[src/rtl/fir3p_input_packer.sv]
// fir3p_input_packer: groups serial samples into zero-padded-on-flush triplets
// for the 3-parallel FIR input interface.
module fir3p_input_packer #(
    parameter int NBIT = 10
) (
    input  logic            CLK,
    input  logic            RST_n,
    input  logic [NBIT-1:0] DIN,
    input  logic            VIN,
    input  logic            FLUSH,
    output logic [NBIT-1:0] DOUT3k,
    output logic [NBIT-1:0] DOUT3k1,
    output logic [NBIT-1:0] DOUT3k2,
    output logic            VOUT,
    output logic            PAD,
    output logic [1:0]      PHASE
);
    logic [NBIT-1:0] slot0, slot1, s0_n, s1_n;
    logic [1:0] cnt;
    logic full, close;
    // cnt is the group size after this edge's sample; s*_n the slots including it
    always_comb begin
        cnt   = PHASE + {1'b0, VIN};
        full  = cnt == 2'd3;
        close = full || (FLUSH && cnt != 2'd0);
        s0_n  = (VIN && PHASE == 2'd0) ? DIN : slot0;
        s1_n  = (VIN && PHASE == 2'd1) ? DIN : slot1;
    end
    always_ff @(posedge CLK or negedge RST_n) begin
        if (!RST_n) begin
            slot0   <= '0;
            slot1   <= '0;
            DOUT3k  <= '0;
            DOUT3k1 <= '0;
            DOUT3k2 <= '0;
            VOUT    <= 1'b0;
            PAD     <= 1'b0;
            PHASE   <= 2'd0;
        end else begin
            slot0 <= s0_n;
            slot1 <= s1_n;
            VOUT  <= close;
            PAD   <= close && !full;
            PHASE <= close ? 2'd0 : cnt;
            if (close) begin
                DOUT3k  <= s0_n;
                DOUT3k1 <= cnt >= 2'd2 ? s1_n : '0;
                DOUT3k2 <= full ? DIN : '0;
            end
        end
    end
endmodule

[config.mk]
export PLATFORM = sky130hd
export DESIGN_NAME = fir3p_input_packer
export DESIGN_NICKNAME = d
export VERILOG_FILES = /design/src/rtl/fir3p_input_packer.sv
export SDC_FILE = /design/constraint.sdc
export NUM_CORES = 1
export LEC_CHECK = 0
export CELL_PAD_IN_SITES_DETAIL_PLACEMENT = 0
export CELL_PAD_IN_SITES_GLOBAL_PLACEMENT = 1
export CORE_UTILIZATION = 44
export DETAILED_ROUTE_END_ITERATION = 7
export GPL_TIMING_DRIVEN = 1
export PLACE_DENSITY_LB_ADDON = 0.1
export SLEW_MARGIN = 20
export SYNTH_ARGS = -nofsm -noshare
export SYNTH_HDL_FRONTEND = slang
export SYNTH_SLANG_ARGS = --single-unit
[constraint.sdc]
create_clock -name CLK -period 2.89 [get_ports CLK]
set_clock_uncertainty 0.15 [all_clocks]
set_input_delay 0.289 -clock CLK [delete_from_list [all_inputs] [get_ports CLK]]
set_output_delay 0.289 -clock CLK [all_outputs]
set_load 0.05 [all_outputs]
# Yosys cells after proc, flatten, opt, wreduce, memory -nomap -nowiden
# Index checks and enable logic that the tools add are counted.
# word_totals
regBits	54
input_bits	14
out_inout_bits	34
wordCells	25
# classes
n_addsub	1
n_lt_le_gt_ge	1
eq_ne	2
n_mux	5
n_reduce_logical	8
# ops
cell	n
10-bit 2-to-1 mux	4
1-bit logical AND	4
2-bit by 1-bit adder with 2-bit output	1
2-bit by 1-bit equality test with 1-bit output, second input constant	1
2-bit equality test, second input constant	1
2-bit >= comparator, second input constant	1
2-bit zero test	1
2-bit 2-to-1 mux	1
2-bit nonzero test	1
1-bit zero test	1
1-bit logical OR	1

# Logic depth before layout (Yosys ltp)
# Gate-level depths: netlist (run 1).
# logic_depth
word_depth	5
ltp_mapped	6
ltp_nobuf	5

# Worst setup path before layout (run 1)
# Ideal clock, no wire load.
# synth_path
path_kind	reg-to-reg
start	register PHASE[0]
end	register DOUT3k[0]
setup_time_ns	0.125
arrival_time_ns	1.959
required_time_ns	2.615
path_slack_ns	0.655
stages_incl_launch_ff	7
path_buffers	1
period_less_slack_ns	2.235
path_cell_list	dfrtp_1 ha_1 xnor2_2 maj3_2 inv_2 buf_12 mux2_4
# synth_via
elab_chain_len	4
elab_cells_between_ends	8
cone_classes	1 x add/sub; 1 x eq/ne; 1 x mux; 5 x reduce/logical
# synth_rtl
item	line_no	source
start, declared	16	output logic [1:0] PHASE
start signal, assigned	44	PHASE <= close ? 2'd0 : cnt;
2-bit by 1-bit adder with 2-bit output *	23	cnt = PHASE + {1'b0, VIN};
2-bit nonzero test	25	close = full || (FLUSH && cnt != 2'd0);
1-bit logical AND	25	
1-bit logical OR *	25	
via close	20	logic full, close;
end signal, assigned	46	DOUT3k <= s0_n;
end, declared	11	output logic [NBIT-1:0] DOUT3k,
# The timed path passes the listed nets; every way through them passes the cells marked *.
# A chain may end at the register's enable or synchronous reset.

# Worst setup path after layout (run 1)
# layout_path
start	register PHASE[0]
end	register DOUT3k[9]
# layout_via
elab_chain_len	4
elab_cells_between_ends	8
cone_classes	1 x add/sub; 1 x eq/ne; 1 x mux; 5 x reduce/logical
# layout_rtl
item	line_no
2-bit by 1-bit adder with 2-bit output	23
2-bit nonzero test	25
1-bit logical AND	25
1-bit logical OR	25
# Parallel ways exist; a longest one is shown, timed or not.

==> results of run 1 <==
what timing repair did:
action	CTS	global route
setup endpoints to repair	0	0
hold endpoints to repair	54	0
hold buffers	1	0
cell type report:
cell class,count,area (µm²),area share (%)
flip-flops and latches,54,1350,44.7
clock buffers,5,68.8,2.28
inverters,3,11.3,0.373
well taps,70,87.6,2.90
clock inverters,3,47.5,1.57
multi-input cells,103,918,30.4
repair buffers,56,536,17.7
routing by layer:
metal  wire [µm]  track usage, %  vias to the layer above
li1            -               -                      774
met1        2320            26.4                      833
met2        2360            29.6                       46
met3         181            4.37                        4
met4          51            6.17                        0
met5           0               0                        -
sequential cells by signal, indices dropped and copies added, names as in the netlist:
| register | cells |
|---|---|
| slot0 | 10 |
| slot1 | 10 |
| VOUT | 1 |
| DOUT3k | 10 |
| PAD | 1 |
| DOUT3k2 | 10 |
| DOUT3k1 | 10 |
| PHASE | 2 |
metrics by stage:
stage          setup slack, ns  area (µm²)  utilization [%]  power (mW)
3_5_place_dp             0.334        2890             56.3        2.37
3_3_place_gp             0.394        2890             56.3        2.34
6_report                 0.504        3020             58.8        2.87
5_1_grt                  0.388        3020             58.8        3.01
2_1_floorplan            0.655        2360                -        1.96
4_1_cts                  0.481        3020             58.8        2.89
Yosys cell counts (all sizes together):
| master | n | area share [%] |
|---|---|---|
| buf | 5 | 1.8 |
| nor3 | 3 | 0.85 |
| a21o | 10 | 3.2 |
| xnor2 | 1 | 0.69 |
| maj3 | 1 | 0.48 |
| nor4 | 10 | 2.6 |
| and4b | 10 | 4.2 |
| inv | 3 | 0.48 |
| xor2 | 1 | 0.69 |
| ha | 1 | 0.53 |
| mux2 | 20 | 11 |
| clkbuf | 11 | 1.7 |
| dfrtp | 54 | 57 |
| a2111oi | 20 | 7.4 |
| a22o | 10 | 3.7 |
| nand3b | 1 | 0.32 |
| or2 | 1 | 0.26 |
| a21oi | 10 | 2.1 |
| nor3b | 1 | 0.32 |
| nor2 | 3 | 0.48 |
worst reg2reg max path, delay by kind of cell, from the launching register on:
kind / cells / cell delay (ns)
buffers and inverters: 1 / 0.30
flip-flops: 1 / 0.57
XOR/XNOR: 1 / 0.11
multiplexers: 1 / 0.37
adder cells (fa/ha/maj): 2 / 0.78
kinds of logic (layout without fill, tap and decap cells):
logic type / after synthesis / in the layout / share of synthesized area, %
fa+ha+maj: 2 / 2 / 1.01
buf+inv: 19 / 67 / 4.02
mux: 20 / 20 / 11.0
simple gates: 29 / 29 / 9.10
compound gates: 50 / 50 / 16.4
xor+xnor: 2 / 2 / 1.38
flops: 54 / 54 / 57.1
power breakdown:
| part | total, mW | internal [mW] | switching (mW) |
|---|---|---|---|
| Combinational | 1.25 | 0.481 | 0.764 |
| Sequential | 1.11 | 0.974 | 0.136 |
| Clock | 0.515 | 0.264 | 0.251 |
worst max-delay path by stage:
| stage | to | slack [ns] |
|---|---|---|
| global route | DOUT3k[9] | 0.39 |
| CTS | DOUT3k[9] | 0.48 |
| global placement | DOUT3k[9] | 0.39 |
| floorplan | DOUT3k[0] | 0.66 |
| detailed placement | DOUT3k[9] | 0.33 |
| finish | DOUT3k[9] | 0.50 |
placed cells by master, fill, tap and decap left out, types with 2 or more instances in the layout:
master           instances
buf_4                    8
a22o_1                  10
nor4_1                  10
a21oi_1                 10
mux2_4                   9
nor3_1                   2
inv_1                    2
mux2_2                  11
nor2_1                   3
clkbuf_8                 5
dfrtp_1                 54
a2111oi_0               20
and4b_1                 10
clkdlybuf4s50_1         46
inv_6                    2
a21o_1                  10
==> results by group, run 1 <==
Place
  – IO Port Bufs: 47
  – HPWL after DPL: between 3 and 4 mm
  – Placed cells: 285
  – Global placement routability congestion: 0.695

Yosys
  – Net Count, Synth: 191
  – Cells after synthesis: 176
  – Synth Register Bits: 54
  – Cell Area, Synth: 2360 µm²
  – Sequential fraction of the synthesis area: a little under three fifths
  – Synth unique cells: 25
  – Ys Warns: 0
  – Synth Area per Inst: around 13 µm²

Critical path
  – R2R Setup Slk: 0.50 ns
  – Critical-path top delay cell: dfrtp_1
  – Worst Path Max Fanout: 14
  – Critical path buffers and inverters: 1
  – Critical path startpoint category: flop
  – R2R depth: 5
  – Critical path type: reg2reg
  – CP peak stage delay: ~0.57 ns
  – Worst-path cell chain: ha_1 -> xnor2_2 -> maj3_2 -> inv_2 -> mux2_2
  – Delay-heaviest family, CP: adder cells
  – Critical path depth: 5
  – Critical Path Sink Type: flop
  – Arrival @ worst endpoint: about 2.4 ns
  – Critical Path Source: PHASE[0]
  – Worst r2r src: PHASE[0]
  – Reg2reg end: DOUT3k[9]
  – CP required: 2.94 ns

Clocking
  – TritonCTS clock tree: done
  – H-tree depth: 2
  – Total CTS buffers: 5
  – Root Buffer Master: clkbuf_8
  – Clock sinks: 54
  – CTS clk-pin slew, worst paths: 0.10 ns
  – CTS max path bufs: 2
  – Post CTS Setup Buffer Count: 0
  – Post-CTS sizing: 0
  – Clock Latency Late Sink: 0.31 ns

Floorplan
  – Die Span Y: between 70 and 80 µm
  – Core Area: 5140 µm²
  – Starting Density: 46.0%
  – DIE WIDTH: 75.3 µm
  – Die area: 5670 µm²
  – Core Rows: 26
  – Io pins: 48

Final layout
  – Nets: 238
  – Syn-to-layout area delta: 27.7%
  – Layout Cells excl Fill: 294
  – Diode count: 0
  – Share of layout cells above drive strength 1: around a fifth
  – Fillers: 445

STA
  – RSZ-0062 raised after global routing: false
  – Worst hold slack: 0.354 ns
  – Final Hold Fails: 0
  – Peak Freq: 419 MHz
  – Tcrit/Tclk final: 82.6%
  – Tmin final: 2.39 ns
  – Slew @ Worst Pin: around 0.67 ns
  – Pins over their slew limit: 0
  – Slew margin rel.: a little under three fifths
  – Total negative slack: 0 ns
  – Final setup viols: 0

GRT
  – Congestion Overflow GR: 0
  – First-pass GRT wire length: 7.93 mm
  – Number of global-route vias before repair: around 1600
  – Initial antenna violation count: 0
  – Total global-route track usage: 18.9%
  – Largest net degree at the start of global routing: 55

Detailed routing
  – Via/cell ratio: 5.64
  – WL/cell: around 17 µm
  – Final WL: 4.91 mm
  – DRC Markers: 0
  – Final ANT Viol Nets: 0
  – First-pass detailed-route iteration total: 4
  – DR vias: 1657
  – Initial DRC count: 76

Pwr
  – Static leakage: 1.32 nW
  – VDD IR-drop max: 729 µV
  – Pwr per Cell Area: roughly 950 nW/µm²

Run status
  – Status: completed

Worst hold path
  – Number of cells on the worst hold path: 1
  – Worst Hold End: slot0[9]
  – Hold Path Origin: slot0[9]
  – Hold WC Path Type: reg2reg

Flow run
  – Max cap viols: 0
No activity file was read; power rests on OpenSTA's default activity.
==> run 2, diff against run 1 <==
--- a/config.mk
+++ b/config.mk
@@ -7,7 +7,7 @@
 export LEC_CHECK = 0
 export CELL_PAD_IN_SITES_DETAIL_PLACEMENT = 0
 export CELL_PAD_IN_SITES_GLOBAL_PLACEMENT = 1
-export CORE_UTILIZATION = 44
+export CORE_UTILIZATION = 41
 export DETAILED_ROUTE_END_ITERATION = 7
 export GPL_TIMING_DRIVEN = 1
 export PLACE_DENSITY_LB_ADDON = 0.1
==> constraint.sdc (replaced) <==
create_clock -name CLK -period 2.2 [get_ports CLK]
set_clock_uncertainty 0.15 [all_clocks]
set_input_delay 0.22 -clock CLK [delete_from_list [all_inputs] [get_ports CLK]]
set_output_delay 0.22 -clock CLK [all_outputs]
set_load 0.05 [all_outputs]
==> results by group, run 2 (synthesis results as in run 1) <==
Critical path
  – Critical-path top delay cell: clkdlybuf4s50_1
  – Arrival @ worst endpoint: 1.67 ns (-0.76 ns)
  – Critical path type: reg2out
  – CP required: 1.83 ns (-1.11 ns)
  – Worst-path cell chain: buf_4 -> clkdlybuf4s50_1
  – Worst Path Max Fanout: 13 (-1)
  – Critical path startpoint category: flop
  – Critical Path Sink Type: output pin
  – CP peak stage delay: 0.81 ns (+0.24 ns)

GRT
  – Initial antenna violation count: 0 (unchanged)
  – GR Layer Usage met2: 29.5% (-0.094 points)
  – GRT Max-Usage Layer: met2
  – Number of global-route vias before repair: 1734 (+8.4%)
  – Total global-route track usage: 18.5% (-0.42 points)
  – First-pass GRT wire length: 8.74 mm (+10%)
  – Largest net degree at the start of global routing: 31 (-44%)
  – Congestion Overflow GR: 0 (unchanged)
  – Met3 usage: 4.59% (+0.22 points)
  – M1 GR Usage: 25.5% (-0.89 points)

Final layout
  – Diode count: 0 (unchanged)
  – Commonest non-fill, non-tap cell in the layout: dfrtp_1
  – Final Core Density: 56.3% (-2.5 points)
  – Nets: 249 (+4.6%)
  – Fillers: 480 (+7.9%)
  – Most frequent cells in the layout: dfrtp_1 (53), clkdlybuf4s50_1 (45), a2111oi_0 (20)
  – Share of layout cells above drive strength 1: 23.8% (+4.6 points)
  – Syn-to-layout area delta: 31.9%

Clocking
  – Post CTS Setup Buffer Count: 0 (unchanged)
  – CTS clk-pin slew, worst paths: 0.10 ns (about the same)
  – Root Buffer Master: clkbuf_8
  – Post-CTS sizing: 0 (unchanged)
  – Hold_buf cts: 1 (unchanged)
  – Clock Latency Late Sink: 0.31 ns (about the same)
  – CTS max path bufs: 2 (unchanged)
  – H-tree depth: 2 (unchanged)
  – Clock sinks: 54 (unchanged)
  – Total CTS buffers: 5 (unchanged)
  – TritonCTS clock tree: done

Pwr
  – Sw frac: 41.2% (+1.1 points)
  – VDD IR-drop max: 777 µV (+6.5%)
  – Pwr per Cell Area: 1190 nW/µm² (+25%)
  – Net Switching: 1.53 mW (+33%)
  – Logic pwr share: 45.9% (+2.5 points)
  – Static leakage: 1.38 nW (+4.2%)
  – Pint: 2.19 mW (+27%)
  – Clk pwr share: 15.4% (-2.6 points)
  – Sequential power share: 38.7% (about the same)

STA
  – RSZ-0062 raised after global routing: false
  – Slew margin rel.: 52.0% (-3.6 points)
  – Total negative slack: 0 ns (unchanged)
  – Peak Freq: ~490 MHz
  – Worst hold slack: 0.298 ns (-0.0565 ns)
  – Final setup viols: 0 (unchanged)
  – Slew @ Worst Pin: 0.718 ns (+0.0517 ns)
  – Pins over their slew limit: 0 (unchanged)
  – Tcrit/Tclk final: 92.8%
  – Tmin final: 2.04 ns
  – Final Hold Fails: 0 (unchanged)

Detailed routing
  – Final ANT Viol Nets: 0 (unchanged)
  – WL/cell: 16.6 µm (-0.84%)
  – Via/cell ratio: 5.39 (-4.3%)
  – DR vias: 1656 (-0.060%)
  – Final WL: 5.08 mm (+3.5%)
  – First-pass detailed-route iteration total: 4 (unchanged)
  – Initial DRC count: 79 (+3.9%)
  – DRC Markers: 0 (unchanged)

Run status
  – Status: completed

Place
  – IO Port Bufs: 47 (unchanged)
  – Global placement routability congestion: 0.761 (+9.4%)
  – HPWL after DPL: 3.74 mm (+7.0%)

Worst hold path
  – Hold WC Path Type: in2async

Floorplan
  – Io pins: 48 (unchanged)
  – Core Rows: 27 (+3.8%)
  – Die area: 6080 µm² (+7.1%)
  – Starting Density: 42.7% (-3.3 points)
  – DIE WIDTH: 77.9 µm (+3.5%)
  – Die Span Y: 77.9 µm (+3.5%)
  – Core Area: 5540 µm² (+7.8%)

Flow run
  – Max cap viols: 0 (unchanged)
run 2: cell types whose count changed in the layout (fill, tap and decap cells not counted), sizes merged:
cell / previous run / this run
buf: 9 / 21
bufinv: 1 / 0
clkdlybuf4s50: 46 / 45
clkinv: 0 / 1
clkinvlp: 0 / 1
inv: 5 / 4
run 2: worst paths after layout:
| path | to | depth (start not counted) | startpoint | slack (ns) |
|---|---|---|---|---|
| max | PHASE[0] | 2 | PHASE[0] | 0.16 |
| min | DOUT3k1[9] | 2 | RST_n | 0.30 |
| max reg2reg | DOUT3k2[4] | 5 | PHASE[0] | 0.21 |
| min reg2reg | slot0[7] | 1 | slot0[7] | 0.36 |
| max in group asynchronous | PHASE[0] | 3 | RST_n | 1.03 |
| min in group CLK | slot0[7] | 1 | slot0[7] | 0.36 |
run 2: layer usage:
layer / vias up / wire length [µm]
li1: 802 / -
met1: 819 / 2470
met2: 31 / 2400
met3: 4 / 177
met4: 0 / 35
met5: - / 0
run 2: critical path: cells and delay by family (launching register included):
family	cells	cell delay, ns
buf+inv	2	0.98
flops	1	0.38
run 2: metrics by stage:
step	power, mW	instances	cell area, µm²	setup WS [ns]
6_report	3.72	307	3120	0.158
5_1_grt	3.91	307	3120	0.0570
4_1_cts	3.75	307	3120	0.161
3_5_place_dp	3.17	298	3020	-0.102
3_3_place_gp	3.14	298	3020	-0.00346
2_1_floorplan	2.57	176	2370	0.110
run 2: cell type report:
type / instances / area (µm²) / area share [%]
multi-input combinational: 103 / 918 / 29.4
timing repair buffer: 67 / 653 / 20.9
sequential: 54 / 1350 / 43.4
clock inverter: 3 / 25.0 / 0.802
inverter: 3 / 11.3 / 0.361
clock buffer: 5 / 68.8 / 2.21
tap: 72 / 90.1 / 2.89
run 2: power by group through the flow:
| stage | registers, mW | logic (mW) | clock network [mW] |
|---|---|---|---|
| 2_1_floorplan | 2.10 | 0.475 | 0 |
| 3_3_place_gp | 1.45 | 1.69 | 0 |
| 3_5_place_dp | 1.46 | 1.71 | 0 |
| 4_1_cts | 1.44 | 1.72 | 0.585 |
| 5_1_grt | 1.48 | 1.80 | 0.634 |
| 6_report | 1.44 | 1.71 | 0.573 |
==> run 3, diff against run 2 <==
--- a/config.mk
+++ b/config.mk
@@ -7,7 +7,7 @@
 export LEC_CHECK = 0
 export CELL_PAD_IN_SITES_DETAIL_PLACEMENT = 0
 export CELL_PAD_IN_SITES_GLOBAL_PLACEMENT = 1
-export CORE_UTILIZATION = 41
+export CORE_UTILIZATION = 44
 export DETAILED_ROUTE_END_ITERATION = 7
 export GPL_TIMING_DRIVEN = 1
 export PLACE_DENSITY_LB_ADDON = 0.1
==> constraint.sdc (replaced) <==
create_clock -name CLK -period 2.5 [get_ports CLK]
set_clock_uncertainty 0.15 [all_clocks]
set_input_delay 0.25 -clock CLK [delete_from_list [all_inputs] [get_ports CLK]]
set_output_delay 0.25 -clock CLK [all_outputs]
set_load 0.05 [all_outputs]
==> results by group, run 3 (synthesis results as in run 1) <==
Run status
  – Status: completed

STA
  – Tmin final: around 2.2 ns
  – Pins over their slew limit: 0 (unchanged)
  – Final Hold Fails: 0 (unchanged)
  – Total negative slack: 0 ns (unchanged)
  – RSZ-0062 raised after global routing: false
  – Peak Freq: 446 MHz
  – Tcrit/Tclk final: 89.7%
  – Slew @ Worst Pin: 0.704 ns (-0.0135 ns)
  – Slew margin rel.: 52.9% (+0.91 points)
  – Post-route setup slack: 0.258 ns (+0.101 ns)
  – Final setup viols: 0 (unchanged)

Detailed routing
  – Final WL: 4.87 mm (-4.3%)
  – WL/cell: 16.4 µm (-1.0%)
  – First-pass detailed-route iteration total: 4 (unchanged)
  – Via/cell ratio: 5.47 (+1.5%)
  – Initial DRC count: 91 (+15%)
  – DRC Markers: 0 (unchanged)
  – Final ANT Viol Nets: 0 (unchanged)
  – DR vias: 1626 (-1.8%)

Pwr
  – Pwr per Cell Area: 1070 nW/µm² (-10%)
  – Total Power: 3.25 mW (-13%)
  – Static leakage: 1.33 nW (-3.8%)
  – VDD IR-drop max: 723 µV (-7.0%)

Clocking
  – Total CTS buffers: 5 (unchanged)
  – TritonCTS clock tree: done
  – Clock sinks: 54 (unchanged)
  – Post-CTS sizing: 0 (unchanged)
  – H-tree depth: 2 (unchanged)
  – Clock Latency Late Sink: 0.31 ns (about the same)
  – CTS max path bufs: 2 (unchanged)
  – Root Buffer Master: clkbuf_8
  – CTS clk-pin slew, worst paths: 0.10 ns (about the same)

Floorplan
  – Die area: 5670 µm² (-6.6%)
  – Core Area: 5140 µm² (-7.2%)
  – DIE WIDTH: 75.3 µm (-3.4%)
  – Core Rows: 26 (-3.7%)
  – Io pins: 48 (unchanged)
  – Die Span Y: 75.3 µm (-3.4%)
  – Starting Density: 46.0% (+3.3 points)

Flow run
  – Max cap viols: 0 (unchanged)

Critical path
  – Critical path depth: 1 (-1)
  – CP endpoint: PHASE[1]
  – Worst Path Max Fanout: 15 (+2)
  – Critical-path top delay cell: clkdlybuf4s50_1
  – Worst r2r src: PHASE[0]
  – CP peak stage delay: 0.89 ns (+0.08 ns)
  – Delay-heaviest family, CP: buffers and inverters
  – Critical path startpoint category: flop
  – Critical Path Sink Type: output pin
  – R2R depth: 5 (unchanged)
  – Critical path buffers and inverters: 1 (-1)
  – Critical path type: reg2out
  – Arrival @ worst endpoint: 1.84 ns (+0.17 ns)
  – CP required: 2.10 ns (+0.27 ns)
  – Critical Path Source: PHASE[1]
  – Reg2reg end: DOUT3k[9]
  – Worst-path cell chain: clkdlybuf4s50_1
  – R2R Setup Slk: 0.42 ns (+0.21 ns)

Final layout
  – Nets: 241 (-3.2%)
  – Final Core Density: 58.9% (+2.6 points)
  – Share of layout cells above drive strength 1: 20.3% (-3.6 points)
  – Syn-to-layout area delta: 27.9%
  – Fillers: 450 (-6.3%)
  – Diode count: 0 (unchanged)
  – Most frequent cells in the layout: dfrtp_1 (54), clkdlybuf4s50_1 (46), a2111oi_0 (20)
  – Commonest non-fill, non-tap cell in the layout: dfrtp_1

Place
  – IO Port Bufs: 47 (unchanged)
  – HPWL after DPL: 3.48 mm (-7.0%)
  – Global placement routability congestion: 0.768 (+1.0%)
  – Setup WS pre-CTS: 0.0889 ns (+0.191 ns)

GRT
  – Largest net degree at the start of global routing: 55 (+77%)
  – First-pass GRT wire length: 7.84 mm (-10%)
  – Number of global-route vias before repair: 1592 (-8.2%)
  – Congestion Overflow GR: 0 (unchanged)
  – Total global-route track usage: 18.6% (+0.12 points)
  – Initial antenna violation count: 0 (unchanged)

Worst hold path
  – Hold Path Origin: slot0[9]
  – Hold WC Path Type: reg2reg
[run 3: cell type report]
type | instances | area (µm²) | area share, %
Timing Repair Buffer | 59 | 558 | 18.4
Sequential cell | 54 | 1350 | 44.7
Inverter | 3 | 11.3 | 0.372
Multi-Input combinational cell | 103 | 918 | 30.4
Clock buffer | 6 | 82.6 | 2.73
Clock inverter | 2 | 16.3 | 0.538
Tap cell | 70 | 87.6 | 2.89
[run 3: what timing repair did]
item,4_1_cts,5_1_grt
hold endpoints to repair,54,0
hold buffers,1,0
setup buffers,0,0
[run 3: routing by layer]
layer  vias up  track usage (%)  routed length [µm]
met2        48             29.7                2290
met5         -                0                   0
li1        784                -                   -
met3         6             5.29                 226
met1       788             25.1                2290
met4         0             5.56                  59
[run 3: worst min-delay path by stage]
stage                       endpoint  slack [ns]  cells past startpoint
after floorplan           DOUT3k1[0]       -0.20                      0
after global placement    DOUT3k1[1]        0.25                      2
after detailed placement    slot1[1]        0.27                      2
after CTS                   slot0[6]        0.36                      1
after global routing        slot0[6]        0.37                      1
final                       slot0[9]        0.35                      1
[run 3: power by group]
group          internal [mW]  leakage (nW)  switching [mW]  total (mW)
logic                  0.565         0.601           0.894        1.46
clock network          0.228        0.0478           0.292       0.520
registers               1.13         0.678           0.143        1.27
total                   1.92          1.33            1.33        3.25
[run 3: stage by stage]
stage | hold slack, ns | cells | cell area (µm²)
floorplan | -0.196 | 176 | 2360
global placement | 0.245 | 288 | 2920
detailed placement | 0.265 | 288 | 2920
CTS | 0.357 | 297 | 3030
global route | 0.370 | 297 | 3030
finish | 0.354 | 297 | 3030
